**src/rtl/cache_mem_arbiter.sv**
```systemverilog
// cache_mem_arbiter: shares one main-memory port between I-cache fills and D-cache fills/writebacks
// Ports:
//   clk, rst (sync, active-low)
//   i_req/i_addr -> i_rdata/i_done          : I-cache line fill
//   d_req/d_we/d_addr/d_wdata -> d_rdata/d_done : D-cache fill (d_we=0) or writeback (d_we=1)
//   mem_re/mem_we/mem_addr/mem_wdata, mem_rdata/mem_rdy : memory port
//   err   : watchdog-abort pulse, coincident with done
//   owner : 00 idle, 01 I busy, 10 D busy, 11 response cycle
module cache_mem_arbiter #(
  parameter int LINE_W = 64,
  parameter int TIMEOUT = 64,
  parameter int MAX_D_STREAK = 4
) (
  input  logic              clk,
  input  logic              rst,
  input  logic              i_req,
  input  logic [15:0]       i_addr,
  output logic [LINE_W-1:0] i_rdata,
  output logic              i_done,
  input  logic              d_req,
  input  logic              d_we,
  input  logic [15:0]       d_addr,
  input  logic [LINE_W-1:0] d_wdata,
  output logic [LINE_W-1:0] d_rdata,
  output logic              d_done,
  output logic              mem_re,
  output logic              mem_we,
  output logic [15:0]       mem_addr,
  output logic [LINE_W-1:0] mem_wdata,
  input  logic [LINE_W-1:0] mem_rdata,
  input  logic              mem_rdy,
  output logic              err,
  output logic [1:0]        owner
);
  localparam int WW = $clog2(TIMEOUT);
  localparam int SW = $clog2(MAX_D_STREAK + 1);
  typedef enum logic [1:0] {IDLE = 2'b00, I_BUSY = 2'b01, D_BUSY = 2'b10, RESP = 2'b11} state_t;
  state_t state, state_n;
  logic [SW-1:0] streak, streak_n;
  logic [WW-1:0] wdog, wdog_n;
  logic re_n, we_n, i_done_n, d_done_n, err_n, d_go, tout;
  logic [15:0] addr_n;
  logic [LINE_W-1:0] wdata_n, i_rdata_n, d_rdata_n;
  // D wins unless I is waiting and D has used up its streak allowance
  assign d_go = d_req & (~i_req | (streak < SW'(MAX_D_STREAK)));
  assign tout = wdog == WW'(TIMEOUT - 1);
  assign owner = state;
  always_comb begin
    state_n = state;
    streak_n = streak;
    wdog_n = wdog;
    re_n = mem_re;
    we_n = mem_we;
    addr_n = mem_addr;
    wdata_n = mem_wdata;
    i_rdata_n = i_rdata;
    d_rdata_n = d_rdata;
    i_done_n = 1'b0;
    d_done_n = 1'b0;
    err_n = 1'b0;
    case (state)
      IDLE: begin
        if (d_go) begin
          state_n = D_BUSY;
          addr_n = d_addr;
          we_n = d_we;
          re_n = ~d_we;
          wdata_n = d_wdata;
          // d_go with i_req pending guarantees streak < MAX_D_STREAK, so +1 saturates naturally
          streak_n = i_req ? streak + 1'b1 : '0;
        end else if (i_req) begin
          state_n = I_BUSY;
          addr_n = i_addr;
          re_n = 1'b1;
          we_n = 1'b0;
          streak_n = '0;
        end
      end
      I_BUSY, D_BUSY: begin
        wdog_n = wdog + 1'b1;
        if (mem_rdy | tout) begin
          state_n = RESP;
          re_n = 1'b0;
          we_n = 1'b0;
          err_n = ~mem_rdy;
          i_done_n = state == I_BUSY;
          d_done_n = state == D_BUSY;
          i_rdata_n = state == I_BUSY ? (mem_rdy ? mem_rdata : '0) : i_rdata;
          d_rdata_n = state == D_BUSY ? ((mem_rdy & ~mem_we) ? mem_rdata : '0) : d_rdata;
        end
      end
      default: begin
        state_n = IDLE;
        wdog_n = '0;
      end
    endcase
  end
  always_ff @(posedge clk) begin
    if (!rst) begin
      state <= IDLE;
      streak <= '0;
      wdog <= '0;
      mem_re <= 1'b0;
      mem_we <= 1'b0;
      mem_addr <= '0;
      mem_wdata <= '0;
      i_rdata <= '0;
      d_rdata <= '0;
      i_done <= 1'b0;
      d_done <= 1'b0;
      err <= 1'b0;
    end else begin
      state <= state_n;
      streak <= streak_n;
      wdog <= wdog_n;
      mem_re <= re_n;
      mem_we <= we_n;
      mem_addr <= addr_n;
      mem_wdata <= wdata_n;
      i_rdata <= i_rdata_n;
      d_rdata <= d_rdata_n;
      i_done <= i_done_n;
      d_done <= d_done_n;
      err <= err_n;
    end
  end
endmodule

```
**config.mk**
```make
export PLATFORM = sky130hd
export DESIGN_NAME = cache_mem_arbiter
export DESIGN_NICKNAME = d
export VERILOG_FILES = /design/src/rtl/cache_mem_arbiter.sv
export SDC_FILE = /design/constraint.sdc
export NUM_CORES = 1
export LEC_CHECK = 0
export ABC_AREA = 1
export BUFFER_PORTS_ARGS = -buffer_cell sky130_fd_sc_hd__buf_2
export CAP_MARGIN = 5
export CELL_PAD_IN_SITES_DETAIL_PLACEMENT = 1
export CELL_PAD_IN_SITES_GLOBAL_PLACEMENT = 1
export CORE_MARGIN = 5
export CORE_UTILIZATION = 36
export DETAILED_ROUTE_END_ITERATION = 7
export GPL_ROUTABILITY_DRIVEN = 0
export MAX_ROUTING_LAYER = met4
export PLACE_DENSITY = 0.94
export SKIP_CTS_REPAIR_TIMING = 1
export SYNTH_ARGS = -nofsm -noshare
export SYNTH_HDL_FRONTEND = slang
export SYNTH_SLANG_ARGS = --single-unit
```
**constraint.sdc**
```tcl
create_clock -name clk -period 3.95 [get_ports clk]
set_input_delay 0.1975 -clock clk [delete_from_list [all_inputs] [get_ports clk]]
set_output_delay 0.1975 -clock clk [all_outputs]
set_load 0.005 [all_outputs]
```
==> metrics.yaml <==
ioPinCount: 381
grt_overflow_total: 0
crit_type: "flop to flop"
swShare: 0.345
switching_power_w: 0.00248
wl_mm: 44.3
setup_viol: 0
p_per_area_mw_per_mm2: 549
yosys_warnings: 0
synthesis.nets: 1364
grt_setup_unrepaired: "no"
cts_tree: "done"
synth_area_mm2: 0.00905
grt_antenna_before_repair: 4
cts_buffers: 26
syn_area_per_cell_um2: 7.59
die_w_um: 169
arrival_ns: 3.04
ir_drop_mv: 0.306
viasPerCell: 5.45
grt_max_degree: 67
hold_viol_final: 0
cts_sinks: 224
layout_common_cells: "buf_2 (379), nand2_1 (305), dfxtp_1 (224), a21oi_1 (136), dlygate4sd3_1 (129)"
vias: 10900
clock_skew_ns: 0.0178
endpoint_kind: "flop"
critPathRequiredTime_ns: 4.35
rows: 58
p_int_w: 0.00471
seq_power_share: 0.383
cts.path.max_buffers: 3
crit_buf_inv: 2
fin_crit_ns: 2.64
worst_pin_slew_ns: 1.09
timing.final.crit_share: 0.669
maxSlewViolCount: 0
die_h_um: 169
syn_to_final_growth_pct: 44.7
h-tree-depth: 1
wl_per_cell_um: 22.3
hold_slack_ns: 0.0129
slowest_delay_ns: 0.51
tns_ns: 0
initialDrtViolationCount: 814
status: "complete, no violations"
critPathTopFamily: "simple AND/OR/NAND/NOR gates"
drive_gt1_frac: 0.267
grt_pass1_vias: 10200
dp_slack_ns: 1.40
crit_fanout: 41
final_common_cell: "buf_2"
netlist_top_cells_area: "dfxtp_1 (50%), nand2_1 (13%), a21oi_1 (7.5%), nand3_1 (5.9%), nand4_1 (4.0%)"
synth_top_area_share: 0.496
leakage_nw: 6.28
ys_seq_area_frac: 0.496
start_kind: "flop"
grtUsageTotal: 0.241
dp_hpwl_mm: 23.5
synth_area_leader_cell: "dfxtp_1"
final_nets: 1811
clk_pin_slew_ns: 0.06
synth.distinct_cells: 27
die_area_mm2: 0.0284
fillers: 3096
cp_slowest_cell: "nand3_4"
cp_common_cell: "nor2_1"
clock.fmax_ghz: 0.379
setup_slack_ns: 1.31
netlist_instances: 1192
antenna_left: 0
route.detailed.drc: 0
slew_headroom: 0.272
grt_pass1_wl_mm: 54.8
start_util: 0.362
stdcell_count: 1991
combPwrFrac: 0.268
hold_path.class: "input port to flop"
ctsRootBufferMaster: "clkbuf_16"
synth-seq-cells: 224
power_frac_clock: 0.349
dp.cells: 1812
placeableCoreArea_mm2: 0.0250
path_cells: "ha_1, inv_1, nor2_1, nand2_1, nand2_2, nand3_4, buf_4, a21oi_1, nor2_1"
maxCapViolCount: 0
clk_latency_ns: 0.52
drtPass1Iterations: 5
portBuffers: 380
-- cell families after synthesis --
family | synth area share
DFF | 0.496
buffers and inverters | 0.0964
AOI/OAI and AO/OA | 0.133
adders and majority gates | 0.00830
and+or+nand+nor | 0.267
-- power by group through the flow --
stage | clock, W | sequential, W | combinational, W
detailed placement | 0 | 0.00275 | 0.00172
global route | 0.00264 | 0.00277 | 0.00209
global placement | 0 | 0.00273 | 0.00167
CTS | 0.00252 | 0.00271 | 0.00175
floorplan | 0 | 0.00276 | 0.00105
finish | 0.00251 | 0.00275 | 0.00193
-- synth_stat cells, drive strengths merged --
cell type	instances
nor3	3
o211a	16
a21oi	137
nand3	108
o21a	1
nand2	307
nand4	58
dfxtp	224
nor2	79
nor3b	2
o21ai	66
buf	63
clkbuf	36
ha	6
o21bai	1
inv	85
-- registers in the layout, indices dropped and copies added, names as in the netlist --
name / flops
d_done: 1
d_rdata: 64
err: 1
i_done: 1
i_rdata: 64
mem_addr: 16
mem_re: 1
mem_wdata: 64
mem_we: 1
owner: 2
streak: 3
wdog: 6
-- worst reg2reg max path, cell delays in order, from the launching register on --
cell	delay, ns
dfxtp_1	0.36
ha_1	0.20
inv_1	0.05
nor2_1	0.09
nand2_1	0.09
nand2_2	0.38
nand3_4	0.51
buf_4	0.47
a21oi_1	0.27
nor2_1	0.10
-- per-stage QoR --
step	power, W	instance area (um^2)	utilization
2_1_floorplan	0.00381	9050	-
3_3_place_gp	0.00440	10900	0.437
3_5_place_dp	0.00447	10900	0.437
4_1_cts	0.00698	11800	0.472
5_1_grt	0.00750	13100	0.524
6_report	0.00718	13100	0.524
-- final timing paths --
path | from | end | slack [ns] | depth (start not counted)
max reg2reg | wdog[0] | d_rdata[41] | 1.31 | 9
min reg2reg | d_rdata[4] | d_rdata[4] | 0.46 | 2
min | i_addr[12] | mem_addr[12] | 0.01 | 4
max | wdog[0] | d_rdata[41] | 1.31 | 9
-- routing by layer --
layer / track usage / share of wire / up-vias
met3: 0.0556 / 0.074 / 181
met2: 0.410 / 0.51 / 603
met4: 0.101 / 0.062 / 0
met5: - / 0 / -
met1: 0.274 / 0.36 / 5252
li1: - / - / 4815
-- layout make-up --
type                       count  area (um^2)  share of cell area
timing repair buffer         518         3260               0.249
clock buffer                  42          842              0.0643
inverter                      85          322              0.0246
multi-input combinational    784         3710               0.283
tap                          330          413              0.0315
antenna                        5         12.5            0.000956
clock inverter                 3         45.0             0.00344
sequential                   224         4480               0.343
Power figures use the tool's default switching activity.
